--- src/rtl/alu_reservation_station.sv ---
// ALU reservation station: holds dispatched ops until both operands are valid,
// snoops the CDB for producer results and issues the oldest ready op through a
// registered output stage.

// Simulation checker: the issue select is at most one-hot and dispatch only ever
// writes a single, currently free slot.
module alu_reservation_station_chk #(
   parameter int DEPTH = 4
) (
   input logic             clk,
   input logic             rst_n,
   input logic [DEPTH-1:0] i_sel,
   input logic [DEPTH-1:0] i_alloc,
   input logic [DEPTH-1:0] i_valid,
   input logic             i_fire
);
   a_sel_onehot: assert property (@(posedge clk) disable iff (!rst_n) $onehot0(i_sel));
   a_alloc_free: assert property (@(posedge clk) disable iff (!rst_n)
      i_fire |-> ($onehot(i_alloc) && ((i_alloc & i_valid) == '0)));
endmodule

module alu_reservation_station #(
   parameter int DEPTH      = 4,
   parameter int DATA_WIDTH = 32,
   parameter int TAG_WIDTH  = 4,
   parameter int CTL_WIDTH  = 5
) (
   input  logic                  clk,
   input  logic                  rst_n,
   input  logic                  i_flush,
   input  logic                  i_disp_valid,
   output logic                  o_disp_ready,
   input  logic [CTL_WIDTH-1:0]  i_disp_alu_ctl,
   input  logic [TAG_WIDTH-1:0]  i_disp_tag,
   input  logic                  i_disp_op1_rdy,
   input  logic [DATA_WIDTH-1:0] i_disp_op1_val,
   input  logic [TAG_WIDTH-1:0]  i_disp_op1_tag,
   input  logic                  i_disp_op2_rdy,
   input  logic [DATA_WIDTH-1:0] i_disp_op2_val,
   input  logic [TAG_WIDTH-1:0]  i_disp_op2_tag,
   input  logic                  i_cdb_valid,
   input  logic [TAG_WIDTH-1:0]  i_cdb_tag,
   input  logic [DATA_WIDTH-1:0] i_cdb_value,
   input  logic                  i_alu_ready,
   output logic                  o_out_valid,
   output logic [CTL_WIDTH-1:0]  o_out_alu_ctl,
   output logic [TAG_WIDTH-1:0]  o_out_tag,
   output logic [DATA_WIDTH-1:0] o_out_op1,
   output logic [DATA_WIDTH-1:0] o_out_op2
);
   // entry storage
   logic [DEPTH-1:0]      r_valid;
   logic [DEPTH-1:0]      r_op1_rdy;
   logic [DEPTH-1:0]      r_op2_rdy;
   logic [CTL_WIDTH-1:0]  r_ctl     [DEPTH];
   logic [TAG_WIDTH-1:0]  r_tag     [DEPTH];
   logic [TAG_WIDTH-1:0]  r_op1_tag [DEPTH];
   logic [TAG_WIDTH-1:0]  r_op2_tag [DEPTH];
   logic [DATA_WIDTH-1:0] r_op1_val [DEPTH];
   logic [DATA_WIDTH-1:0] r_op2_val [DEPTH];
   // r_older[i][j] = 1 when entry j was allocated before entry i
   logic [DEPTH-1:0]      r_older   [DEPTH];

   // issue stage
   logic                  r_out_valid;
   logic [CTL_WIDTH-1:0]  r_out_ctl;
   logic [TAG_WIDTH-1:0]  r_out_tag;
   logic [DATA_WIDTH-1:0] r_out_op1;
   logic [DATA_WIDTH-1:0] r_out_op2;

   logic [DEPTH-1:0]      w_free;
   logic [DEPTH-1:0]      w_alloc;
   logic [DEPTH-1:0]      w_ready;
   logic [DEPTH-1:0]      w_sel;
   logic                  w_fire;
   logic                  w_issue;
   logic                  w_d1_hit;
   logic                  w_d2_hit;
   logic [DATA_WIDTH-1:0] w_d1_val;
   logic [DATA_WIDTH-1:0] w_d2_val;
   logic [CTL_WIDTH-1:0]  w_sel_ctl;
   logic [TAG_WIDTH-1:0]  w_sel_tag;
   logic [DATA_WIDTH-1:0] w_sel_op1;
   logic [DATA_WIDTH-1:0] w_sel_op2;

   // lowest free slot (isolate lowest set bit of the free vector) and dispatch handshake
   always_comb begin
      w_free       = ~r_valid;
      w_alloc      = w_free & (~w_free + DEPTH'(1));
      o_disp_ready = |w_free;
      w_fire       = i_disp_valid & (|w_free) & ~i_flush;
   end

   // same-cycle CDB capture for operands arriving with dispatch
   always_comb begin
      w_d1_hit = i_cdb_valid & ~i_disp_op1_rdy & (i_disp_op1_tag == i_cdb_tag);
      w_d2_hit = i_cdb_valid & ~i_disp_op2_rdy & (i_disp_op2_tag == i_cdb_tag);
      w_d1_val = i_disp_op1_rdy ? i_disp_op1_val : i_cdb_value;
      w_d2_val = i_disp_op2_rdy ? i_disp_op2_val : i_cdb_value;
   end

   // oldest-ready select: a ready entry with no older ready entry
   always_comb begin
      w_ready = r_valid & r_op1_rdy & r_op2_rdy;
      w_sel   = '0;
      for (int i = 0; i < DEPTH; i++) begin
         w_sel[i] = w_ready[i] & ~(|(r_older[i] & w_ready));
      end
      w_issue = (~r_out_valid | i_alu_ready) & (|w_ready);
   end

   // one-hot AND-OR mux of the selected entry's fields
   always_comb begin
      w_sel_ctl = '0;
      w_sel_tag = '0;
      w_sel_op1 = '0;
      w_sel_op2 = '0;
      for (int i = 0; i < DEPTH; i++) begin
         w_sel_ctl = w_sel_ctl | (r_ctl[i]     & {CTL_WIDTH{w_sel[i]}});
         w_sel_tag = w_sel_tag | (r_tag[i]     & {TAG_WIDTH{w_sel[i]}});
         w_sel_op1 = w_sel_op1 | (r_op1_val[i] & {DATA_WIDTH{w_sel[i]}});
         w_sel_op2 = w_sel_op2 | (r_op2_val[i] & {DATA_WIDTH{w_sel[i]}});
      end
   end

   // entry state: allocate, wake up from the CDB, free on issue, squash on flush
   always_ff @(posedge clk or negedge rst_n) begin
      if (!rst_n) begin
         r_valid   <= '0;
         r_op1_rdy <= '0;
         r_op2_rdy <= '0;
         for (int i = 0; i < DEPTH; i++) begin
            r_ctl[i]     <= '0;
            r_tag[i]     <= '0;
            r_op1_tag[i] <= '0;
            r_op2_tag[i] <= '0;
            r_op1_val[i] <= '0;
            r_op2_val[i] <= '0;
            r_older[i]   <= '0;
         end
      end else if (i_flush) begin
         r_valid <= '0;
      end else begin
         for (int i = 0; i < DEPTH; i++) begin
            if (w_fire && w_alloc[i]) begin
               r_valid[i]   <= 1'b1;
               r_ctl[i]     <= i_disp_alu_ctl;
               r_tag[i]     <= i_disp_tag;
               r_op1_rdy[i] <= i_disp_op1_rdy | w_d1_hit;
               r_op1_val[i] <= w_d1_val;
               r_op1_tag[i] <= i_disp_op1_tag;
               r_op2_rdy[i] <= i_disp_op2_rdy | w_d2_hit;
               r_op2_val[i] <= w_d2_val;
               r_op2_tag[i] <= i_disp_op2_tag;
               // every currently occupied entry is older than the new one
               r_older[i]   <= r_valid;
            end else begin
               if (w_issue && w_sel[i]) begin
                  r_valid[i] <= 1'b0;
               end
               if (r_valid[i] && !r_op1_rdy[i] && i_cdb_valid && (r_op1_tag[i] == i_cdb_tag)) begin
                  r_op1_rdy[i] <= 1'b1;
                  r_op1_val[i] <= i_cdb_value;
               end
               if (r_valid[i] && !r_op2_rdy[i] && i_cdb_valid && (r_op2_tag[i] == i_cdb_tag)) begin
                  r_op2_rdy[i] <= 1'b1;
                  r_op2_val[i] <= i_cdb_value;
               end
               // the newly allocated slot is younger than everyone: clear its column
               if (w_fire) begin
                  r_older[i] <= r_older[i] & ~w_alloc;
               end
            end
         end
      end
   end

   // registered issue stage: load on issue, drain when the ALU takes it, hold on stall
   always_ff @(posedge clk or negedge rst_n) begin
      if (!rst_n) begin
         r_out_valid <= 1'b0;
         r_out_ctl   <= '0;
         r_out_tag   <= '0;
         r_out_op1   <= '0;
         r_out_op2   <= '0;
      end else if (i_flush) begin
         r_out_valid <= 1'b0;
      end else if (w_issue) begin
         r_out_valid <= 1'b1;
         r_out_ctl   <= w_sel_ctl;
         r_out_tag   <= w_sel_tag;
         r_out_op1   <= w_sel_op1;
         r_out_op2   <= w_sel_op2;
      end else if (i_alu_ready) begin
         r_out_valid <= 1'b0;
      end
   end

   assign o_out_valid   = r_out_valid;
   assign o_out_alu_ctl = r_out_ctl;
   assign o_out_tag     = r_out_tag;
   assign o_out_op1     = r_out_op1;
   assign o_out_op2     = r_out_op2;

   alu_reservation_station_chk #(.DEPTH(DEPTH)) u_chk (
      .clk     (clk),
      .rst_n   (rst_n),
      .i_sel   (w_sel),
      .i_alloc (w_alloc),
      .i_valid (r_valid),
      .i_fire  (w_fire)
   );
endmodule

--- config.mk ---
export PLATFORM = sky130hd
export DESIGN_NAME = alu_reservation_station
export DESIGN_NICKNAME = d
export VERILOG_FILES = /design/src/rtl/alu_reservation_station.sv
export SDC_FILE = /design/constraint.sdc
export NUM_CORES = 1
export LEC_CHECK = 0
export CORE_AREA = 5 5 198 200
export DETAILED_ROUTE_END_ITERATION = 10
export DIE_AREA = 0 0 203 205
export DONT_BUFFER_PORTS = 1
export PLACE_DENSITY = 0.7
export SYNTH_ARGS = -nofsm -noshare
export SYNTH_HDL_FRONTEND = slang
export SYNTH_SLANG_ARGS = --single-unit
--- constraint.sdc ---
create_clock -name clk -period 4.36 [get_ports clk]
set_input_delay 0.436 -clock clk [delete_from_list [all_inputs] [get_ports clk]]
set_output_delay 0.436 -clock clk [all_outputs]
set_load 0.02 [all_outputs]
== After elaboration in Yosys (flattened, before gate mapping) ==
Cells that the tools add are included.
Storage, ports and cells
  word-level logic and storage cells: 254
  output and inout bits: 75
  bits in registers: 426
Operators by class
  bitwise operators: 64
  muxes and demuxes: 54
  add/sub/neg operators: 1
  equality and inequality tests: 10
  reduce and logical (&&, ||, !) cells: 80
Operators with widths (count)
  two-way mux 32 bit: 18
  AND 32 bit: 8
  bitwise OR 32 bit: 6
  AND 4 bit: 15
  equality test 4 bit: 10
  two-way mux 4 bit: 9
  AND reduction 2 bit: 17
  logical AND 1 bit: 32
  two-way mux 1 bit: 27
  nonzero test 2 bit: 12
  OR reduction 4 bit: 6
  AND 5 bit: 4
  bitwise OR 5 bit: 3
  nonzero test 3 bit: 5
  NOT 4 bit: 3
  bitwise OR 4 bit: 3
  AND 1 bit: 11
  logical NOT 1 bit: 8
  NOT 1 bit: 8
  adder 4 x 1 -> 4 bit, second input constant: 1
  bitwise OR 1 bit: 3

== Depth between registers and ports, before layout ==
  depth in word-level cells: 10
  depth in mapped cells: 8
  mapped depth without buffers: 4

== Worst setup path after synthesis ==
Ideal clock, no wire load.
  path kind: in2reg
  from: input port i_cdb_tag[2]
  to: register r_op1_val[23] (netlist bit)
  data required time: 4.234 ns
  data arrival time: 1.748 ns
  stages: 6
  path slack: 2.486 ns
  path through: buf_6 -> xor2_1 -> nor4_4 -> a21oi_2 -> buf_6 -> a221o_1
On the way
  cells in the longest elaborated chain, start to end: 4
Ends and longest elaborated chain
  start: declaration: RTL line 42  | input logic [TAG_WIDTH-1:0] i_cdb_tag,
  equality test 4 bit: RTL line 161  | if (r_valid[i] && !r_op1_rdy[i] && i_cdb_valid && (r_op1_tag[i] == i_cdb_tag)) begin
  logical AND 1 bit: RTL line 161
  nonzero test 2 bit (no source line)
  AND reduction 2 bit (no source line)
  end signal: indexed assignment: RTL line 150  | r_op1_val[i] <= w_d1_val;
  end signal: indexed assignment: RTL line 163  | r_op1_val[i] <= i_cdb_value;
  end: declaration: RTL line 59  | logic [DATA_WIDTH-1:0] r_op1_val [DEPTH];
No other way between the ends.
A chain may end at the register's enable or synchronous reset.

== Final worst setup path ==
  from: register r_valid[0]
  to: register r_op2_val[12] (netlist bit)
On the way
  cells in the longest elaborated chain, start to end: 7
Ends and longest elaborated chain
  start: declaration: RTL line 52  | logic [DEPTH-1:0] r_valid;
  start signal: assignment: RTL line 129  | r_valid <= '0;
  start signal: assignment: RTL line 142  | r_valid <= '0;
  start signal: indexed assignment: RTL line 146  | r_valid[i] <= 1'b1;
  NOT 4 bit *: RTL line 88  | w_free = ~r_valid;
  NOT 4 bit or OR reduction 4 bit (tied branches): RTL line 89, 91
  adder 4 x 1 -> 4 bit or AND 1 bit (tied branches): RTL line 89, 91
  AND 4 bit or AND 1 bit (tied branches): RTL line 89, 91
  logical AND 1 bit *: RTL line 145  | if (w_fire && w_alloc[i]) begin
  nonzero test 2 bit (no source line)
  AND reduction 2 bit (no source line)
  end signal: indexed assignment: RTL line 153  | r_op2_val[i] <= w_d2_val;
  end signal: indexed assignment: RTL line 167  | r_op2_val[i] <= i_cdb_value;
  end: declaration: RTL line 60  | logic [DATA_WIDTH-1:0] r_op2_val [DEPTH];
Mark *: on every way between the ends. The rest lies on a longest branch, timed or not.

==> flow_metrics.env <==
export IMPL_io_buffers=0
export IMPL_crit_path_top_delay_cell="o22ai_4"
export IMPL_peakVddDrop_uv=330
export IMPL_hold_ws_ns=-0.443
export IMPL_path_delay_family="compound AO/OA/AOI/OAI gates"
export IMPL_coreArea_sq_um=37200
export IMPL_async_flop_share_pct=100
export IMPL_grt_overflow=0
export IMPL_fp_dieH_um=205
export IMPL_clkTransAtPathRegs_ns=0.06
export IMPL_violations="hold timing"
export IMPL_critical_path_class="flop to flop"
export IMPL_clock_fmax_mhz=321
export IMPL_cts_sinks=426
export IMPL_grt_pass1_vias=16300
export IMPL_clockRootBuffer="clkbuf_16"
export IMPL_setup_slack_ns=1.24
export IMPL_firstDrtPassIters=5
export IMPL_ys_seq_elements=426
export IMPL_syn_nets=1958
export IMPL_r2r_start="r_valid[0]"
export IMPL_rows=71
export IMPL_r2r_slack_ns=1.24
export IMPL_die_w_um=203
export IMPL_num_fill_cells=3025
export IMPL_synth_edf_count=0
export IMPL_p_per_area_nw_per_um2=551
export IMPL_status="complete, but fails checks"
export IMPL_worstSkewPairLatency_ns=0.58
export IMPL_rr_worst_depth=4
export IMPL_instances_no_fill=2241
export IMPL_place_ws_ns=1.31
export IMPL_hold_class="input port to asynchronous set/reset pin"
export IMPL_h_tree_depth=2
export IMPL_grt_usage_pct=32.6
export IMPL_synth_cells=1833
export IMPL_dieArea_sq_um=41600
export IMPL_relSlewSlack_pct=14.0
export IMPL_regToRegEndpoint="r_op2_val[12]"
export IMPL_cts_path_max_buffers=3
export IMPL_vias=16400
export IMPL_worstPathRequired_ns=4.85
export IMPL_gp_congestion=0.859
export IMPL_wl_per_cell_um=30.9
export IMPL_finalHoldViolCount=426
export IMPL_cts_tree="done"
export IMPL_hold_buffers=53
export IMPL_crit_path_max_fanout=32
export IMPL_drive_gt1_share_pct=8.78
export IMPL_routed_wl_mm=69.3
export IMPL_postCtsSetupRepairBufs=0
export IMPL_ant_nets=0
export IMPL_rsz0062_at_grt="no"
export IMPL_antenna_found_initial=2
export IMPL_cts_resized=0
export IMPL_crit_path_end_kind="flop"
export IMPL_grt_max_degree=427
export IMPL_nNetsFinal=1857
export IMPL_synth_cell_types=55
export IMPL_numCtsBuffers=46
export IMPL_via_per_inst=7.33
export IMPL_worst_slew_pin_slew_ns=1.29
export IMPL_syn_cell_area_sq_um=20200
export IMPL_fin_crit_sh_pct=71.5
export IMPL_path_buf_inv=0
export IMPL_grt_pass1_wl_mm=105
export IMPL_skew_ns=0.0181
export IMPL_crit_arrival_ns=3.61
export IMPL_setup_violations=0
export IMPL_slowest_delay_ns=1.03
export IMPL_synthFlopType="dfrtp_1"
export IMPL_setup_tns_ns=0
export IMPL_path_cells="nand3_2, or3_1, o22ai_4, a221o_1"
export IMPL_syn_avg_cell_area_sq_um=11.0
export IMPL_area_delta_synth_final_pct=8.80
export IMPL_drt_initial_drc_count=2104
export IMPL_drc=0
export IMPL_fin_crit_ns=3.12
export IMPL_drv_cap=0
export IMPL_yosysWarnings=0
export IMPL_dpl_cell_count=2105
export IMPL_drv_slew=0
export IMPL_ios=200
export IMPL_initial_core_util_pct=54.2
export IMPL_hpwl_mm=36.4
export IMPL_leakage_nw=9.79
export IMPL_cp_start_kind="flop"
export IMPL_ys_seq_area_share_pct=52.9
==> per-stage QoR <==
stage | power, mW | instance area, sq um | utilization (%)
after CTS | 12.1 | 21900 | 58.9
after global placement | 7.96 | 19900 | 53.4
after detailed placement | 8.05 | 19900 | 53.4
final | 12.1 | 21900 | 58.9
after floorplan | 7.50 | 20200 | -
after global routing | 12.6 | 21900 | 58.9
==> worst reg2reg max path, stage by stage (launching register included) <==
cell	delay, ns
dfrtp_1	0.65
nand3_2	0.20
or3_1	0.83
o22ai_4	1.04
a221o_1	0.33
==> placed cells by master (no fill, tap or decap), types with 3 or more instances in the layout <==
cell           instances
a21oi_1               73
a221o_1              192
a22oi_1              152
a31o_1                 4
a31oi_1               75
and2_1                 4
and3_1               183
and3_2                 9
and4_4                 4
and4b_1                4
buf_4                 16
bufinv_16              3
clkbuf_1              11
clkbuf_16             47
clkbuf_8              12
clkinv_2               8
dfrtp_1              426
dlygate4sd3_1         53
inv_1                  6
nand2_1              227
nand2b_1               4
nand3_1                7
nand3b_1              68
nand4_1               18
nor2_1                11
o221a_1               37
o221a_2               27
o22ai_4                4
xnor2_1               18
xor2_1                22
==> how the worst max path moves through the flow <==
| stage | from | to | slack [ns] | cells after the start |
|---|---|---|---|---|
| final | r_valid[0] | r_op2_val[12] | 1.24 | 4 |
| after global routing | r_valid[0] | r_op2_val[12] | 1.15 | 4 |
| after CTS | r_valid[0] | r_op2_val[12] | 1.26 | 4 |
| after detailed placement | r_valid[0] | r_op2_val[8] | 1.31 | 4 |
| after global placement | r_valid[0] | r_op2_val[15] | 1.39 | 4 |
| after floorplan | i_cdb_tag[2] | r_op1_val[23] | 2.49 | 6 |
==> final cells by class <==
cell class	instances	area (sq um)	share of cell area, %
tap	474	593	2.70
multi-input combinational	1180	8430	38.4
inverter	7	27.5	0.126
clock inverter	12	143	0.650
sequential	426	10700	48.6
timing repair buffer	71	691	3.15
antenna	1	2.50	0.0114
clock buffer	70	1380	6.30
==> layer usage <==
layer  GRT usage (%)  routed length (um)  vias to the layer above
met5               0                   0                        -
met4            14.0                3140                        0
met3            9.42                7940                      159
met2            51.0               32100                      998
met1            42.7               26200                     8432
li1                -                   -                     6828
==> sequential cells by signal, summed over array words and instances, names as in the netlist <==
name and cells:
o_out_op1 32, o_out_alu_ctl 5, r_tag 16, r_valid 4, o_out_valid 1, r_op1_val 128, r_op2_tag 16, o_out_tag 4
r_op2_rdy 4, r_ctl 20, o_out_op2 32, r_older 16, r_op1_rdy 4, r_op1_tag 16, r_op2_val 128
==> synth_stat cells, types with 18 or more instances <==
library cell / number / area, sq um
and3_1: 183 / 1140
nand2_1: 227 / 852
buf_1: 25 / 93.8
a22oi_1: 152 / 1140
a21oi_1: 73 / 365
o221a_1: 37 / 417
o221a_2: 27 / 304
nand4_1: 18 / 113
a221o_1: 192 / 1920
xor2_1: 22 / 193
buf_2: 69 / 345
nand3b_1: 68 / 510
a31oi_1: 75 / 469
xnor2_1: 18 / 158
dfrtp_1: 426 / 10700
clkbuf_1: 82 / 308
==> report_power, final <==
part	total [mW]	switching [mW]	internal (mW)
registers	6.31	1.29	5.03
clock network	3.99	1.63	2.36
logic	1.78	0.835	0.947
total	12.1	3.75	8.33
==> kinds of logic (layout without fill, tap and decap cells) <==
kind of cell	after synthesis	in the layout	share of synthesized area, %
AO/OA/AOI/OAI	581	581	24.2
AND/OR/NAND/NOR	559	559	15.2
flip-flops	426	426	52.9
buffers and inverters	227	160	5.93
XOR/XNOR	40	40	1.74
other	0	1	0
Note: power is estimated with default switching activity, not from simulation.
